===== config.mk =====
export PLATFORM = sky130hd
export DESIGN_NAME = uart_rx_fifo
export DESIGN_NICKNAME = d
export VERILOG_FILES = /design/src/rtl/uart_rx_fifo.sv
export SDC_FILE = /design/constraint.sdc
export NUM_CORES = 1
export LEC_CHECK = 0
export CORE_ASPECT_RATIO = 1.5
export CORE_MARGIN = 4
export CORE_UTILIZATION = 35
export DETAILED_ROUTE_END_ITERATION = 12
export GPL_TIMING_DRIVEN = 0
export SLEW_MARGIN = 10
export SYNTH_ARGS = -nofsm -noshare
export SYNTH_HDL_FRONTEND = slang
export SYNTH_SLANG_ARGS = --single-unit

===== constraint.sdc =====
create_clock -name clk -period 2.7 [get_ports clk]
set_input_delay 0.405 -clock clk [delete_from_list [all_inputs] [get_ports clk]]
set_output_delay 0.405 -clock clk [all_outputs]
set_load 0.1 [all_outputs]

===== src/rtl/uart_rx_fifo.sv =====
// rtl/uart_rx_fifo.sv - 8N1 UART receiver with 16x oversampling feeding a small receive FIFO
//
// Ports:
//   clk, rst        system clock (rising edge) and asynchronous active-high reset
//   uart_rxd        serial line, idle high, 8N1, LSB first
//   rx_data         byte at FIFO head, valid while rx_avail=1
//   rx_avail        FIFO not empty
//   rx_ack          pops the head byte when rx_avail=1
//   rx_ferr         sticky framing-error flag
//   rx_overrun      sticky overrun flag (byte dropped because FIFO was full)
//   err_clr         clears both sticky flags; a coincident new error wins

module uart_rx_fifo #(
    parameter int clk_freq       = 100000000,
    parameter int uart_baud_rate = 1152000,
    parameter int fifo_depth     = 4
) (
    input  logic       clk,
    input  logic       rst,
    input  logic       uart_rxd,
    output logic [7:0] rx_data,
    output logic       rx_avail,
    input  logic       rx_ack,
    output logic       rx_ferr,
    output logic       rx_overrun,
    input  logic       err_clr
);

    localparam int DIV_RAW = clk_freq / (uart_baud_rate * 16);
    localparam int DIV     = (DIV_RAW < 1) ? 1 : DIV_RAW;
    localparam int DW      = (DIV > 1) ? $clog2(DIV) : 1;
    localparam logic [DW-1:0] DIV_LAST = DW'(DIV - 1);
    localparam int AW      = (fifo_depth > 1) ? $clog2(fifo_depth) : 1;
    localparam logic [AW:0] FULL_CNT = (AW + 1)'(fifo_depth);

    localparam logic [2:0] ST_IDLE  = 3'd0;
    localparam logic [2:0] ST_START = 3'd1;
    localparam logic [2:0] ST_DATA  = 3'd2;
    localparam logic [2:0] ST_STOP  = 3'd3;
    localparam logic [2:0] ST_BREAK = 3'd4;

    logic          sync1_q, sync1_d, sync2_q, sync2_d, prev_q, prev_d;
    logic [1:0]    warm_q, warm_d;
    logic [DW-1:0] div_cnt_q, div_cnt_d;
    logic [3:0]    tick_cnt_q, tick_cnt_d;
    logic [2:0]    bit_cnt_q, bit_cnt_d;
    logic [2:0]    state_q, state_d;
    logic [7:0]    shift_q, shift_d;
    logic [7:0]    mem_q [fifo_depth];
    logic [7:0]    mem_d [fifo_depth];
    logic [AW-1:0] wr_ptr_q, wr_ptr_d, rd_ptr_q, rd_ptr_d;
    logic [AW:0]   count_q, count_d;
    logic          ferr_q, ferr_d, ovr_q, ovr_d;

    logic tick, fall, push, push_ok, pop, ferr_evt, ovr_evt, full, empty;

    always_comb begin
        sync1_d    = uart_rxd;
        sync2_d    = sync1_q;
        prev_d     = sync2_q;
        // The sync flops reset to 1, so their first two post-reset samples are not
        // the real line; edges are only trusted once prev_q holds a genuine sample.
        warm_d     = (warm_q == 2'd3) ? warm_q : warm_q + 2'd1;
        fall       = (warm_q == 2'd3) && prev_q && !sync2_q;
        tick       = (div_cnt_q == DIV_LAST);
        div_cnt_d  = tick ? '0 : div_cnt_q + DW'(1);
        tick_cnt_d = tick ? tick_cnt_q + 4'd1 : tick_cnt_q;
        bit_cnt_d  = bit_cnt_q;
        shift_d    = shift_q;
        state_d    = state_q;
        push       = 1'b0;
        ferr_evt   = 1'b0;

        case (state_q)
            ST_IDLE: begin
                if (fall) begin
                    // Re-phase the oversample grid to the start edge
                    state_d    = ST_START;
                    div_cnt_d  = '0;
                    tick_cnt_d = '0;
                end
            end
            ST_START: begin
                if (tick && tick_cnt_q == 4'd7) begin
                    tick_cnt_d = '0;
                    bit_cnt_d  = '0;
                    state_d    = sync2_q ? ST_IDLE : ST_DATA;
                end
            end
            ST_DATA: begin
                if (tick && tick_cnt_q == 4'd15) begin
                    tick_cnt_d = '0;
                    shift_d    = {sync2_q, shift_q[7:1]};
                    bit_cnt_d  = bit_cnt_q + 3'd1;
                    if (bit_cnt_q == 3'd7) state_d = ST_STOP;
                end
            end
            ST_STOP: begin
                if (tick && tick_cnt_q == 4'd15) begin
                    tick_cnt_d = '0;
                    if (sync2_q) begin
                        push    = 1'b1;
                        state_d = ST_IDLE;
                    end else begin
                        ferr_evt = 1'b1;
                        state_d  = ST_BREAK;
                    end
                end
            end
            ST_BREAK: begin
                if (sync2_q) state_d = ST_IDLE;
            end
            default: state_d = ST_IDLE;
        endcase

        empty   = (count_q == '0);
        full    = (count_q == FULL_CNT);
        pop     = rx_ack && !empty;
        push_ok = push && (!full || pop);
        ovr_evt = push && full && !pop;

        mem_d = mem_q;
        if (push_ok) mem_d[wr_ptr_q] = shift_q;
        wr_ptr_d = push_ok ? wr_ptr_q + AW'(1) : wr_ptr_q;
        rd_ptr_d = pop ? rd_ptr_q + AW'(1) : rd_ptr_q;
        case ({push_ok, pop})
            2'b10:   count_d = count_q + (AW + 1)'(1);
            2'b01:   count_d = count_q - (AW + 1)'(1);
            default: count_d = count_q;
        endcase

        ferr_d = ferr_evt || (ferr_q && !err_clr);
        ovr_d  = ovr_evt || (ovr_q && !err_clr);
    end

    always_ff @(posedge clk or posedge rst) begin
        if (rst) begin
            sync1_q    <= 1'b1;
            sync2_q    <= 1'b1;
            prev_q     <= 1'b1;
            warm_q     <= 2'd0;
            div_cnt_q  <= '0;
            tick_cnt_q <= '0;
            bit_cnt_q  <= '0;
            state_q    <= ST_IDLE;
            shift_q    <= '0;
            for (int i = 0; i < fifo_depth; i++) mem_q[i] <= '0;
            wr_ptr_q   <= '0;
            rd_ptr_q   <= '0;
            count_q    <= '0;
            ferr_q     <= 1'b0;
            ovr_q      <= 1'b0;
        end else begin
            sync1_q    <= sync1_d;
            sync2_q    <= sync2_d;
            prev_q     <= prev_d;
            warm_q     <= warm_d;
            div_cnt_q  <= div_cnt_d;
            tick_cnt_q <= tick_cnt_d;
            bit_cnt_q  <= bit_cnt_d;
            state_q    <= state_d;
            shift_q    <= shift_d;
            mem_q      <= mem_d;
            wr_ptr_q   <= wr_ptr_d;
            rd_ptr_q   <= rd_ptr_d;
            count_q    <= count_d;
            ferr_q     <= ferr_d;
            ovr_q      <= ovr_d;
        end
    end

    assign rx_data    = mem_q[rd_ptr_q];
    assign rx_avail   = (count_q != '0);
    assign rx_ferr    = ferr_q;
    assign rx_overrun = ovr_q;

endmodule


==> results of run 1 <==
-- registers in the layout (all words and copies together), names as in the netlist --
name	cells
count_q	3
tick_cnt_q	4
rd_ptr_q	2
rx_ferr	1
mem_q	32
wr_ptr_q	2
prev_q	1
state_q	3
warm_q	2
sync1_q	1
bit_cnt_q	3
prev_d	1
div_cnt_q	3
shift_q	8
rx_overrun	1
-- report_power, final --
| group | total [mW] | internal, mW | switching (mW) |
|---|---|---|---|
| combinational | 0.626 | 0.275 | 0.351 |
| sequential | 1.25 | 1.11 | 0.134 |
| clock | 1.25 | 0.813 | 0.441 |
-- timing repair --
item,in CTS,in global routing
pin swaps,0,0
endpoints found under the setup margin,10,2
resized for setup,25,1
-- cell usage after synthesis (2+ instances only) --
library cell  number  share of area [%]
buf_2              3               0.47
dfrtp_1           64                 50
o22ai_1            2               0.39
mux4_2             8                5.7
nor4_4             3                2.0
a211oi_1           4               0.94
nand2_1            8               0.94
clkbuf_1           5               0.59
o21ai_0            2               0.31
nor2b_1            2               0.39
nand3_1            7                1.1
mux2_2            35                 12
dfstp_2            3                2.5
nand3b_1           2               0.47
or3_1              2               0.39
nor3_1             4               0.63
nor2_1             3               0.35
inv_1             13                1.5
ha_1              11                4.3
xnor2_1            5                1.4
mux2_4             8                3.8
a22o_1             2               0.55
xor2_1             5                1.4
-- worst max-delay path by stage --
stage                 endpoint  slack [ps]  cells past startpoint
finish              rx_data[6]         130                      2
global route        count_q[2]          20                     11
CTS                 rx_data[6]          70                      2
detailed placement  rx_data[6]        -310                      3
global placement    count_q[1]        -580                      2
floorplan           count_q[2]         310                     11
-- per-stage QoR --
stage	cell area (um2)	instances	utilization, %
final	3850	364	43.6
after global routing	3850	364	43.6
after CTS	3840	364	43.5
after detailed placement	3500	349	39.7
after global placement	3470	348	39.3
after floorplan	3180	223	-
-- area by class of cell --
cell class / count / area (um2)
repair buffers: 16 / 188
flip-flops and latches: 67 / 1680
well taps: 110 / 138
inverters: 13 / 51.3
multi-input cells: 133 / 1420
fillers: 825 / 4980
plain buffers: 9 / 45.0
clock inverters: 7 / 101
clock buffers: 9 / 225
-- cells by family (layout without fill, tap and decap cells) --
kind of cell / count (synthesis) / count (layout)
simple gates: 42 / 42
buf+inv: 23 / 54
flops: 67 / 67
compound gates: 17 / 17
xor+xnor: 10 / 10
fa+ha+maj: 12 / 12
mux: 52 / 52
-- routing by layer --
layer  vias up  wire, um  global-route usage, %  share of wire, %
met5         -         0                      0                 0
met4         0       130                   5.68               2.4
met1       913      2380                   13.9                44
met2        26      2730                   18.4                50
li1        858         -                      -                 -
met3        11       177                   3.04               3.3
-- cell usage in the layout (no fill, tap or decap), types with 4 or more instances in the layout --
cell	synthesis	routed
dfrtp_1	64	64
mux2_2	35	35
inv_1	13	12
ha_1	11	11
clkbuf_16	0	9
mux2_4	8	8
nand2_1	8	8
mux4_2	8	8
clkdlybuf4s15_2	0	8
nand3_1	7	7
clkdlybuf4s50_1	0	7
xor2_1	5	5
xnor2_1	5	5
clkbuf_1	5	4
nor4_4	3	4
nor3_1	4	4
a211oi_1	4	4
==> results.tsv, run 1 <==
stage	metric	value	unit
status	status	finished clean	
logic_synthesis	yosysSeqAreaShare	52.8	%
worst_setup_path	slowest_stage	dfrtp_1	
placement	io_buffers	15	
logic_synthesis	async_flop_share	100	%
worst_setup_path	critPathArrivalTime	2170	ps
logic_synthesis	synth-xor-area-share	2.75	%
timing	holdWs	323	ps
logic_synthesis	synth.distinct_cells	45	
logic_synthesis	synth_compound_area_share	3.97	%
timing	slew_headroom	35.5	%
clocking	worstSkewPairLatency	330	ps
timing	hold_viol	0	
drt	drt_wl_total	5420	um
clocking	clk_pin_slew_worst_paths	60	ps
placement	dp_hpwl	3700	um
global_route	antenna_found_initial	0	
clocking	hold_buffers	0	
logic_synthesis	yosys.area_share.simple	10.3	%
clocking	cts_buffer_depth	2	
drt	wl_per_cell	14.9	um
power	report.power.total	3.13	mW
worst_setup_path	reg2reg_slack	220	ps
logic_synthesis	syn_inst	223	
worst_setup_path	required	2300	ps
floorplanning	ios	16	
floorplanning	core-area	8830	um2
floorplanning	std_cell_rows	42	
logic_synthesis	synth-edff-count	0	
timing	setup_ws	126	ps
clocking	cts_root_buf	clkbuf_16	
layout	syn_to_final_growth	20.9	%
floorplanning	die_w	85.9	um
worst_setup_path	crit_start	rd_ptr_q[0]	
worst_hold_path	min_path_type	input port to asynchronous set/reset pin	
clocking	htree_levels	3	
clocking	cts_tree	yes	
logic_synthesis	synth_flop_cell	dfrtp_1	
logic_synthesis	yosys_warnings	0	
worst_setup_path	r2r_end	count_q[2]	
worst_setup_path	worst-path-max-fanout	10	
timing	period_share	95.3	%
worst_setup_path	critPathTopFamily	flip-flops	
global_route	grt_max_degree	58	
floorplanning	dieArea	10700	um2
global_route	grt-ovfl-total	0	
logic_synthesis	synth_area	3180	um2
worst_setup_path	reg2reg_depth	9	
drt	vias	1808	
global_route	grt_use_total	11.4	%
timing	rsz0062_at_grt	false	
layout	drive_gt1_share	37.4	%
drt	drc	0	
logic_synthesis	synth.area.mux_share	22.1	%
worst_setup_path	critPathMaxStageDelay	750	ps
layout	finalNetCount	266	
layout	diodes	0	
drt	postRouteAntennaNets	0	
worst_setup_path	critPathKind	flip-flop to output port	
timing	finalSetupViolCount	0	
timing	slew_viol_final	0	
floorplanning	start_util	36.1	%
drt	viasPerCell	4.97	
global_route	first_global_vias	1898	
worst_setup_path	cp_cell_sequence	mux4_2, clkdlybuf4s15_2	
logic_synthesis	synth_seq_cells	67	
worst_setup_path	crit-reg2reg-launch	count_q[1]	
power	ir_drop	0.352	mV
timing	min_period	2570	ps
worst_setup_path	worst-path-buf-inv	1	
timing	fmax	0.389	GHz
logic_synthesis	avgSynthCellArea	14.3	um2
timing	worst_slew_pin_slew	964	ps
power	power.density	812	nW/um2
worst_setup_path	start_kind	flip-flop	
floorplanning	die_y	125	um
clocking	cts-buffers-inserted	9	
clocking	clkSinkCount	67	
placement	place_congestion	0.741	
clocking	post_cts_buffers	0	
logic_synthesis	synth_top_family_by_area	multiplexers	
logic_synthesis	synthesis.nets	240	
drt	drt_iter0_markers	80	
run	maxCapViolations	0	
logic_synthesis	synth-adder-area-share	4.95	%
timing	tns	0	ps
global_route	grt_pass1_wl	9490	um
power	p_leak	1.77	nW
timing	finalClockSkew	9.22	ps
drt	drt-pass1-iter-count	4	
placement	dpl_worst_slack	-311	ps
worst_setup_path	cp-end-kind	output port	
(Power assumes the default switching activity.)
==> inputs of run 2 (changes only) <==
--- a/config.mk
+++ b/config.mk
@@ -7,9 +7,8 @@
 export LEC_CHECK = 0
 export CORE_ASPECT_RATIO = 1.5
 export CORE_MARGIN = 4
-export CORE_UTILIZATION = 35
+export CORE_UTILIZATION = 45
 export DETAILED_ROUTE_END_ITERATION = 12
-export GPL_TIMING_DRIVEN = 0
 export SLEW_MARGIN = 10
 export SYNTH_ARGS = -nofsm -noshare
 export SYNTH_HDL_FRONTEND = slang
==> results.tsv, run 2 (synthesized netlist as in run 1, its figures left out) <==
stage	metric	value	unit	change
worst_setup_path	worst-path-max-fanout	6		-4
global_route	first_global_vias	1966		+3.6%
floorplanning	dieArea	8510	um2	-21%
placement	placedCellCount	316		-9.5%
timing	slew_viol_final	0		unchanged
drt	viasPerCell	5.45		+9.6%
global_route	grt_pass1_wl	9850	um	+3.8%
global_route	grt-ovfl-total	0		unchanged
floorplanning	die_y	111	um	-11%
clocking	worstSkewPairLatency	350	ps	+20 ps
layout	post-route-util	53.1	%	+9.5 points
drt	drt_wl_total	5540	um	+2.2%
layout	diodes	0		unchanged
floorplanning	start_util	46.5	%	+10 points
clocking	post_cts_buffers	0		unchanged
drt	drt_iter0_markers	93		+16%
timing	finalClockSkew	6.53	ps	-2.69 ps
floorplanning	die_w	76.7	um	-11%
clocking	cts_buffer_depth	2		unchanged
worst_setup_path	crit-reg2reg-launch	div_cnt_q[0]		
timing	holdWs	353	ps	+30.1 ps
placement	dp_hpwl	3710	um	+0.38%
global_route	grt_use_total	15.1	%	+3.7 points
worst_hold_path	hold_end	prev_d		
floorplanning	ios	16		unchanged
placement	io_buffers	15		unchanged
layout	final_cells	332		-8.8%
global_route	grt_max_degree	47		-19%
drt	drt-pass1-iter-count	4		unchanged
layout	final_cell_mix	dfrtp_1, mux2_2, buf_4, inv_1, ha_1		
worst_hold_path	hold_depth	0		
clocking	clk_pin_slew_worst_paths	70	ps	about the same
worst_hold_path	min_path_type	flip-flop to flip-flop		
timing	finalSetupViolCount	0		unchanged
timing	hold_viol	0		unchanged
placement	dpl_worst_slack	316	ps	+627 ps
status	status	finished clean		
layout	final_area	3640	um2	-5.5%
worst_setup_path	start_kind	flip-flop		
power	report.power.total	2.69	mW	-14%
layout	biggestRegsByFlops	mem_q (32), shift_q (8), tick_cnt_q (4)		
drt	postRouteAntennaNets	0		unchanged
power	ir_drop	0.449	mV	+27%
layout	drive_gt1_share	39.8	%	+2.4 points
worst_setup_path	reg2reg_slack	380	ps	+160 ps
clocking	clkSinkCount	67		unchanged
placement	place_congestion	0.751		+1.3%
clocking	cts-buffers-inserted	9		unchanged
worst_setup_path	required	2940	ps	+640 ps
worst_setup_path	cp-end-kind	flip-flop		
worst_setup_path	r2r_end	count_q[2]		
worst_setup_path	critPathKind	flip-flop to flip-flop		
timing	period_share	85.9	%	-9.4 points
worst_hold_path	holdCritStartpoint	sync1_q		
worst_setup_path	critPathArrivalTime	2560	ps	+390 ps
drt	drc	0		unchanged
power	p_leak	1.75	nW	-1.2%
drt	vias	1808		unchanged
timing	fmax	0.431	GHz	+11%
timing	min_period	2320	ps	-253 ps
timing	rsz0062_at_grt	false		
layout	largest-register	mem_q		
power	power.density	739	nW/um2	-9.1%
timing	slew_headroom	50.5	%	+15 points
timing	setup_ws	380	ps	+253 ps
floorplanning	std_cell_rows	37		-12%
placement	placed_cell_area	3440	um2	-1.7%
timing	worst_slew_pin_slew	736	ps	-228 ps
layout	finalNetCount	266		unchanged
floorplanning	core-area	6850	um2	-22%
layout	syn_to_final_growth	14.2	%	
clocking	cts_tree	yes		
worst_setup_path	reg2reg_depth	11		+2
drt	wl_per_cell	16.7	um	+12%
timing	tns	0	ps	unchanged
clocking	cts_root_buf	clkbuf_8		
clocking	htree_levels	3		unchanged
clocking	hold_buffers	0		unchanged
clocking	ctsResizeCount	0		-100%
layout	largest_reg_flops	32		unchanged
layout	final_common_cell	dfrtp_1		
global_route	antenna_found_initial	0		unchanged
run	maxCapViolations	0		unchanged
## run 2: cell types whose count changed in the layout (fill, tap and decap cells not counted), moves of 8 or more
cell / change
clkbuf_16: -9
buf_4: +20
clkbuf_8: +10
clkdlybuf4s15_2: -8
## run 2: worst max path at each step
stage                 startpoint          to  slack, ps  depth (start not counted)
finish              div_cnt_q[0]  count_q[2]        380                         11
global route        div_cnt_q[0]  count_q[1]        200                          9
CTS                 div_cnt_q[0]  count_q[2]        350                         11
detailed placement        rx_ack  count_q[2]        320                         10
global placement          rx_ack  count_q[2]        370                         10
floorplan           div_cnt_q[0]  count_q[2]        310                         11
## run 2: where the power goes
part	internal (mW)	switching [mW]	total (mW)
Sequential	1.11	0.182	1.29
Combinational	0.269	0.297	0.566
Clock	0.447	0.379	0.826
## run 2: final cells by class
cell class / count / area [um2]
fill: 597 / 3220
clock buffer: 11 / 141
inverter: 13 / 48.8
multi-input combinational: 133 / 1410
clock inverter: 5 / 52.6
sequential: 67 / 1680
tap: 78 / 97.6
timing repair buffer: 25 / 210
## run 2: routing by layer
metal / share of wire [%] / global-route usage, % / vias up
met1: 44 / 19.1 / 911
li1: - / - / 864
met3: 3.3 / 4.39 / 13
met2: 50 / 23.3 / 20
met5: 0 / 0 / -
met4: 2.2 / 7.98 / 0
## run 2: worst max-delay path: stages (launching register included)
cell     delay (ps)
dfrtp_1         400
inv_1            60
ha_1            290
nand4_4         160
nor4_1          390
inv_1            90
ha_1            230
inv_1            70
fa_1            180
xor2_1          140
nor2_1           60
xor2_1          130
